`src/rtl/adc_read_control_pkg.sv`:
```
// Shared types and constants for the laser-power-monitor ADC serial reader.
package adc_read_pkg;

   typedef enum logic [2:0] {
      IDLE,
      ALIGN,
      SHIFT,
      CSUP,
      GAP,
      DONE
   } adcState_t;

   localparam int unsigned SCLK_DIV       = 8;
   localparam int unsigned SAMPLE_PHASE   = 4;
   localparam int unsigned CS_PHASE       = 1;

   localparam int unsigned FRAME_BITS_DEF = 16;
   localparam int unsigned DATA_BITS_DEF  = 12;
   localparam int unsigned LEAD_BITS_DEF  = 4;
   localparam int unsigned GAP_SCLKS_DEF  = 11;

endpackage

```
`src/rtl/adc_read_control_sclk_gen.sv`:
```
// Free-running SCLK divider for the ADC reader: phase counter, registered
// SCLK_AD and single-cycle strobes for the chip-select and sample phases.
module adc_sclk_gen
   import adc_read_pkg::*;
(
   input  logic clk,
   input  logic Reset,
   output logic SCLK_AD,
   output logic csStrobe,
   output logic sampleStrobe
);

   localparam int unsigned PHASE_W = $clog2(SCLK_DIV);

   logic [PHASE_W-1:0] phase;

   always_ff @(posedge clk) begin
      if (Reset) begin
         phase   <= '0;
         SCLK_AD <= 1'b0;
      end else begin
         phase   <= phase + PHASE_W'(1);
         SCLK_AD <= (phase < PHASE_W'(SCLK_DIV / 2));
      end
   end

   assign csStrobe     = (phase == PHASE_W'(CS_PHASE));
   assign sampleStrobe = (phase == PHASE_W'(SAMPLE_PHASE));

endmodule

```
`src/rtl/adc_read_control.sv`:
```
// SPI-style reader for the 12-bit laser-power ADC: frames CS_AD, shifts
// DOUT_AD in MSB-first and publishes the result. Option: ADC_LEAD_CHECK_EN.
module adc_read_control
   import adc_read_pkg::*;
#(
   parameter int unsigned FRAME_BITS = FRAME_BITS_DEF,
   parameter int unsigned DATA_BITS  = DATA_BITS_DEF,
   parameter int unsigned LEAD_BITS  = LEAD_BITS_DEF,
   parameter int unsigned GAP_SCLKS  = GAP_SCLKS_DEF
)
(
   input  logic                 clk,
   input  logic                 Reset,
   input  logic                 ADStartFlag,
   input  logic                 DOUT_AD,
   output logic                 SCLK_AD,
   output logic                 CS_AD,
   output logic [DATA_BITS-1:0] ADData,
   output logic                 ADRdFinishFlag,
   output logic                 ADBusy,
   output logic                 ADErrFlag
);

   localparam int unsigned CNT_W = $clog2(FRAME_BITS + 1);
   localparam int unsigned GAP_W = $clog2(GAP_SCLKS + 1);
`ifdef ADC_LEAD_CHECK_EN
   localparam int unsigned SH_BITS = LEAD_BITS + DATA_BITS;
`else
   localparam int unsigned SH_BITS = DATA_BITS;
`endif

   adcState_t          state;
   logic [CNT_W-1:0]   bitCnt;
   logic [GAP_W-1:0]   gapCnt;
   logic [SH_BITS-1:0] shreg;
   logic               csStrobe;
   logic               sampleStrobe;
   logic               shiftEn;

   adc_sclk_gen sclkGen (
      .clk          (clk),
      .Reset        (Reset),
      .SCLK_AD      (SCLK_AD),
      .csStrobe     (csStrobe),
      .sampleStrobe (sampleStrobe)
   );

   // Without the lead check the leading bits are simply never shifted in.
   always_comb begin
`ifdef ADC_LEAD_CHECK_EN
      shiftEn = 1'b1;
`else
      shiftEn = (bitCnt >= CNT_W'(LEAD_BITS));
`endif
   end

   always_ff @(posedge clk) begin
      if (Reset) begin
         state          <= IDLE;
         CS_AD          <= 1'b1;
         ADBusy         <= 1'b0;
         ADRdFinishFlag <= 1'b0;
         ADData         <= '0;
         bitCnt         <= '0;
         gapCnt         <= '0;
         shreg          <= '0;
`ifdef ADC_LEAD_CHECK_EN
         ADErrFlag      <= 1'b0;
`endif
      end else begin
         ADRdFinishFlag <= 1'b0;
`ifdef ADC_LEAD_CHECK_EN
         ADErrFlag      <= 1'b0;
`endif
         case (state)
            IDLE: begin
               if (ADStartFlag) begin
                  ADBusy <= 1'b1;
                  state  <= ALIGN;
               end
            end
            ALIGN: begin
               if (csStrobe) begin
                  CS_AD  <= 1'b0;
                  bitCnt <= '0;
                  state  <= SHIFT;
               end
            end
            SHIFT: begin
               if (sampleStrobe) begin
                  if (shiftEn) begin
                     shreg <= {shreg[SH_BITS-2:0], DOUT_AD};
                  end
                  bitCnt <= bitCnt + CNT_W'(1);
                  if (bitCnt == CNT_W'(FRAME_BITS - 1)) begin
                     state <= CSUP;
                  end
               end
            end
            CSUP: begin
               if (csStrobe) begin
                  CS_AD  <= 1'b1;
                  gapCnt <= '0;
                  state  <= GAP;
               end
            end
            GAP: begin
               // Result and finish pulse are registered on the way into DONE
               // so they are visible during the DONE cycle itself.
               if (sampleStrobe) begin
                  gapCnt <= gapCnt + GAP_W'(1);
                  if (gapCnt == GAP_W'(GAP_SCLKS - 1)) begin
                     state          <= DONE;
                     ADRdFinishFlag <= 1'b1;
                     ADBusy         <= 1'b0;
`ifdef ADC_LEAD_CHECK_EN
                     if (shreg[SH_BITS-1 -: LEAD_BITS] != '0) begin
                        ADErrFlag <= 1'b1;
                     end else begin
                        ADData <= shreg[DATA_BITS-1:0];
                     end
`else
                     ADData <= shreg[DATA_BITS-1:0];
`endif
                  end
               end
            end
            DONE: begin
               state <= IDLE;
            end
            default: begin
               state <= IDLE;
            end
         endcase
      end
   end

`ifndef ADC_LEAD_CHECK_EN
   assign ADErrFlag = 1'b0;
`endif

endmodule

```
`config.mk`:
```
export PLATFORM = sky130hd
export DESIGN_NAME = adc_read_control
export DESIGN_NICKNAME = d
export VERILOG_FILES = /design/src/rtl/adc_read_control_pkg.sv /design/src/rtl/adc_read_control_sclk_gen.sv /design/src/rtl/adc_read_control.sv
export SDC_FILE = /design/constraint.sdc
export NUM_CORES = 1
export LEC_CHECK = 0
export BUFFER_PORTS_ARGS = -buffer_cell sky130_fd_sc_hd__buf_2
export CORE_MARGIN = 2
export CORE_UTILIZATION = 44
export CTS_CLUSTER_DIAMETER = 100
export DETAILED_ROUTE_END_ITERATION = 8
export GPL_ROUTABILITY_DRIVEN = 0
export MAX_ROUTING_LAYER = met4
export PLACE_DENSITY = 0.65
export SYNTH_ARGS = -nofsm -noshare
export SYNTH_HDL_FRONTEND = slang
export SYNTH_SLANG_ARGS = --single-unit
```
`constraint.sdc`:
```
create_clock -name clk -period 1.8 [get_ports clk]
set_clock_uncertainty 0.2 [all_clocks]
set_input_delay 0.18 -clock clk [delete_from_list [all_inputs] [get_ports clk]]
set_output_delay 0.18 -clock clk [all_outputs]
set_load 0.005 [all_outputs]
```
* Word level (Yosys, flattened, before mapping)
Index checks and enable logic that the tools add are counted.
** Cells by class
- Add/sub/neg operators :: 3
- Order comparisons :: 2
- Equality and inequality tests :: 15
- Multiplexer cells :: 22
- Bitwise logic cells :: 2
- Reductions and logical operators :: 13
** Operators by type and width (count)
- 2-to-1 mux 3 bit :: 7
- one-hot mux 3 bit (5 select lines) :: 1
- AND reduction 3 bit :: 5
- inequality test 2 bit (second input constant) :: 7
- 2-to-1 mux 5 bit :: 2
- one-hot mux 5 bit (2 select lines) :: 1
- 2-to-1 mux 4 bit :: 2
- one-hot mux 4 bit (2 select lines) :: 1
- nonzero test 2 bit :: 4
- AND reduction 7 bit :: 1
- equality test 3 x 1 -> 1 bit (second input constant) :: 2
- equality test 3 x 2 -> 1 bit (second input constant) :: 2
- equality test 3 bit (second input constant) :: 2
- 2-to-1 mux 1 bit :: 6
- adder 5 x 1 -> 5 bit (second input constant) :: 1
- equality test 5 x 4 -> 1 bit (second input constant) :: 1
- >= comparator 5 x 3 -> 1 bit (second input constant) :: 1
- adder 4 x 1 -> 4 bit (second input constant) :: 1
- equality test 4 bit (second input constant) :: 1
- one-hot mux 1 bit (2 select lines) :: 2
- AND reduction 4 bit :: 1
- adder 3 x 1 -> 3 bit (second input constant) :: 1
- logical NOT 3 bit :: 1
- < comparator 3 bit (second input constant) :: 1
- other kinds (2) :: 3
** Word-level totals
- Register bits after elaboration :: 43
- Input port bits :: 4

* Depth between registers and ports, before layout
- Depth after elaboration :: 4
- Depth in mapped cells :: 7
- Gate-level depth less buffers :: 6

* Modules after synthesis
From an unflattened synthesis, not the netlist that was laid out.
** Second synthesis, totals
- Cells, all modules :: 195
- Area, all modules :: 1869.3 um^2
** Modules (own cells, without submodules)
- adc_read_control :: instances 1, cells each 179, area each 1701.6 um^2, sequential area each 780.7 um^2
- adc_sclk_gen :: instances 1, cells each 16, area each 167.7 um^2, sequential area each 80.1 um^2

* Least setup slack after synthesis
Ideal clock, no wire load.
- Path type :: register to register
- From :: reg state[0]
- To :: reg ADData[0]
- Arrival :: 1.424 ns
- Path slack :: 0.049 ns
- Stages on the path, launching flop included :: 7
- Cell sequence :: dfxtp_1 buf_6 or3b_4 nor3_4 buf_6 mux2i_1 nor2_1
** Between the ends
- Cells in the longest elaborated chain, start to end :: 2
** Ends and longest elaborated chain
- from (decl) :: line adc_read_control.sv:32 : adcState_t state;
- from (signal assigned) :: line adc_read_control.sv:59 : state <= IDLE;
- from (signal assigned) :: line adc_read_control.sv:79 : state <= ALIGN;
- from (signal assigned) :: line adc_read_control.sv:86 : state <= SHIFT;
- equality test 3 bit :: line adc_read_control.sv:75 : case (state)
- AND reduction 3 bit (no source line)
- to (signal assigned) :: line adc_read_control.sv:123 : ADData <= shreg[DATA_BITS-1:0];
- to (decl) :: line adc_read_control.sv:18 : output logic [DATA_BITS-1:0] ADData,
No other way between the ends.
A chain may end at the register's enable or synchronous reset.

* Final worst setup path
- From :: reg state[0]
- To :: reg gapCnt[0]
** Between the ends
- Cells in the longest elaborated chain, start to end :: 3
** Ends and longest elaborated chain
- equality test 3 bit or equality test 3 x 2 -> 1 bit (tied branches) :: line adc_read_control.sv:75
- inequality test 2 bit (no source line) or nonzero test 2 bit (tied branches)
- AND reduction 3 bit (no source line)
- to (signal assigned) :: line adc_read_control.sv:111 : gapCnt <= gapCnt + GAP_W'(1);
- to (decl) :: line adc_read_control.sv:34 : logic [GAP_W-1:0] gapCnt;
Several ways; a longest one is shown, not always the timed one.

==> impl_summary.txt <==
----------------------------------------------------
[Outcome]
  Run status ... finished clean

[Timing]
  Final period demand of the worst path ... 1.74 ns
  Fraction of the cycle the final worst path needs ... 0.966
  Achievable frequency ... 575 MHz
  Post-Route Hold Slack ... 0.101 ns
  Count of final hold-check violations ... 0
  Number of endpoints failing setup at the final stage ... 0
  Total negative slack ... 0 ns
  Slack of the critical path ... 0.0605 ns
  Setup repair after global routing missed its margin ... yes
  Number of max-slew violations in the final report ... 0

[Setup path]
  Critical-path top delay cell ... sky130_fd_sc_hd__dfxtp_1
  Buf+Inv Stages, Crit Path ... 1
  Largest fanout on the critical path ... 8
  Crit Path Category ... reg2reg
  Max stage delay on crit path ... 0.35 ns
  Arrival time at the worst endpoint ... 1.77 ns
  Worst reg2reg path startpoint ... state[0]$_SDFFE_PP0P_
  CP Launch Type ... flip-flop
  CP cell instances ... buf_4, nor3b_1, nand3_2, or3_1, o21ai_0
  Element type at the critical path end ... flip-flop
  Critical Path Source ... state[0]$_SDFFE_PP0P_
  Kind of cell with the highest combined delay on the critical path ... simple AND/OR/NAND/NOR gates
  Required time of the critical path ... 1.83 ns

[Clock network]
  Post-CTS setup buffer count ... 0
  H-Tree Depth ... 2
  Max Buffers Root-to-Sink ... 2
  Cell at the root of the clock tree ... sky130_fd_sc_hd__clkbuf_8
  Clock tree sinks ... 43
  CTS tree ... built
  Later-pin clock latency in the skew report ... 0.30 ns
  Total clock buffers created by CTS ... 5
  CTS clock-pin slew for the worst setup and hold paths ... 0.08 ns

[Synthesis]
  Primary FF master, synth ... sky130_fd_sc_hd__dfxtp_1
  Mapped Area ... 1840 um2
  Post-Synthesis Mean Instance Area ... 9.96 um2
  Multiplexer share of the synthesized area ... 0.142
  Area fraction in and, or, nand and nor cells after synthesis ... 0.195
  Area fraction in compound gates after synthesis ... 0.0543
  Flip-flop and latch count after synthesis ... 43
  XOR/XNOR share of the synthesized area ... 0.0238
  Async set or reset register ratio after synthesis ... 0
  Post-synth net total ... 197
  Sequential area share after synthesis ... 0.467
  Gate count after technology mapping ... 185
  Count of cell types in the netlist ... 38
  Largest family of logic cells by synthesized area ... simple AND/OR/NAND/NOR gates
  Adder and majority cell fraction of the synthesized area ... 0.0598
  Count of yosys warnings during synthesis ... 0
  Count of flip-flops with a built-in enable after synthesis ... 0

[Global route]
  Number of global-route vias before repair ... 1287
  Antenna violations before repair ... 0
  Grt total ovfl ... 0
  First-pass GRT wire length ... 5840 um
  All-Layer GR Usage ... 0.175
  Maximum number of pins on one net before global-route repair ... 22

[Die]
  Die outline width ... 68.7 um
  Effective utilization at floorplan ... 0.457
  Vertical extent of the die ... 68.7 um
  Core box area ... 4030 um2
  Area of the die ... 4720 um2
  Row cnt ... 23
  Number of I/O pins ... 21

[Layout]
  Top library cells by usage in the layout, fill and taps aside ... sky130_fd_sc_hd__dfxtp_1 (36), sky130_fd_sc_hd__nor2_1 (35), sky130_fd_sc_hd__mux2i_1 (25), sky130_fd_sc_hd__buf_2 (19), sky130_fd_sc_hd__buf_4 (14)
  Layout fillers ... 357
  Layout cell share with drive strength beyond 1 ... 0.292
  Fin nets ... 230
  Diodes inserted ... 0
  Synthesis-to-layout area growth ... 21.9%
  Commonest non-fill, non-tap cell in the layout ... sky130_fd_sc_hd__dfxtp_1

[Pwr]
  Overall Power ... 0.00177 W
  Power density of the placed cells ... 788 nW/um2
  Leak pwr ... 0.861 nW
  Max IR drop VDD ... 0.432 mV

[Drt]
  Drt total wl ... 3540 um
  DRT iter0 DRCs ... 60
  Detail Route Antenna Nets ... 0
  Drc violations ... 0
  Detailed-routing iteration count for the pre-antenna-repair pass ... 4
  Total number of vias ... 1361
  Routed length per instance ... 13.2 um
  Vias/cell ... 5.06

[Hold path]
  Type of the tightest min-delay check ... in2reg
  Worst min-delay path startpoint ... ADStartFlag

[Run]
  Max-cap check violation count ... 0

[Placed design]
  Placement Setup Slack ... -0.00839 ns
  Port-buffer cells ... 19
  Estimated wirelength of the detail-placed design ... 2570 um

----------------------------------------------------
==> flip-flops by register name, summed over array words and instances (netlist names) <==
register / cells
ADBusy: 1
ADData: 12
ADRdFinishFlag: 1
CS_AD: 1
bitCnt: 5
gapCnt: 4
sclkGen.SCLK_AD: 1
sclkGen.phase: 3
shreg: 12
state: 3
==> cell families (layout without fill, tap and decap cells) <==
group | Yosys count | in the layout
XOR/XNOR | 5 | 5
AO/OA/AOI/OAI | 15 | 15
other | 1 | 1
multiplexers | 26 | 26
flip-flops | 43 | 43
adder cells (fa/ha/maj) | 9 | 9
AND/OR/NAND/NOR | 68 | 68
buffers and inverters | 18 | 52
==> metal layers <==
layer  track usage  vias up  share of wire
met5             -        -              0
met4        0.0760        0          0.019
met3        0.0552        8          0.038
met2         0.273       25           0.47
met1         0.207      639           0.47
li1              -      689              -
==> cells in the mapped netlist, drive strengths merged, types with 2 or more instances <==
| library cell | instances | share of area |
|---|---|---|
| or3 | 2 | 0.0068 |
| a21oi | 4 | 0.011 |
| a211oi | 4 | 0.016 |
| clkbuf | 3 | 0.0061 |
| nor2 | 35 | 0.071 |
| nor2b | 3 | 0.010 |
| nand3 | 4 | 0.011 |
| xnor2 | 4 | 0.019 |
| buf | 8 | 0.035 |
| nor3 | 5 | 0.026 |
| nand2 | 6 | 0.012 |
| o21ai | 3 | 0.0081 |
| mux2i | 25 | 0.14 |
| inv | 7 | 0.014 |
| nand2b | 2 | 0.0068 |
| or3b | 2 | 0.011 |
| nand4b | 2 | 0.0095 |
| ha | 8 | 0.054 |
| nand3b | 2 | 0.0081 |
| dfxtp | 43 | 0.47 |
==> worst paths after layout <==
kind	to	slack (ns)	depth (start not counted)
worst max-delay path	gapCnt[0]$_SDFFE_PP0P_	0.06	5
worst min-delay path	ADBusy$_SDFFE_PP0P_	0.10	4
worst max register to register	gapCnt[0]$_SDFFE_PP0P_	0.06	5
worst min register to register	sclkGen.phase[0]$_SDFF_PP0_	0.24	1
==> power by group <==
| part | leakage (nW) | total [W] | internal (W) | switching [W] |
|---|---|---|---|---|
| sequential | 0.351 | 0.000982 | 0.000968 | 0.0000138 |
| combinational | 0.463 | 0.000136 | 0.0000652 | 0.0000709 |
| clock | 0.0474 | 0.000651 | 0.000313 | 0.000338 |
| total | 0.861 | 0.00177 | 0.00135 | 0.000423 |
==> area by class of cell <==
type                    count  area (um2)  share of cell area
clock buffers               6        82.6              0.0368
clock inverters             2        16.3             0.00724
inverters                   7        26.3              0.0117
multi-input cells         124         928               0.413
flip-flops and latches     43         870               0.387
well taps                  50        62.6              0.0279
repair buffers             37         260               0.116
==> worst reg2reg max path, delay by kind of cell, from the launching register on <==
family	cells	cell delay, ns
AO/OA/AOI/OAI	1	0.07
buffers and inverters	1	0.17
flip-flops	1	0.35
AND/OR/NAND/NOR	3	0.88
==> what timing repair did <==
item,4_1_cts,5_1_grt
pin swaps,0,3
hold endpoints to repair,2,0
gates resized for setup,2,16
hold buffers,2,0
endpoints found under the setup margin,7,30
==> stage by stage <==
| stage | util | std cells | cell area, um2 |
|---|---|---|---|
| final | 0.557 | 269 | 2250 |
| after global placement | 0.513 | 259 | 2070 |
| after floorplan | - | 185 | 1840 |
| after CTS | 0.544 | 269 | 2190 |
| after global routing | 0.557 | 269 | 2250 |
| after detailed placement | 0.513 | 259 | 2070 |
No activity file was read; power rests on OpenSTA's default activity.
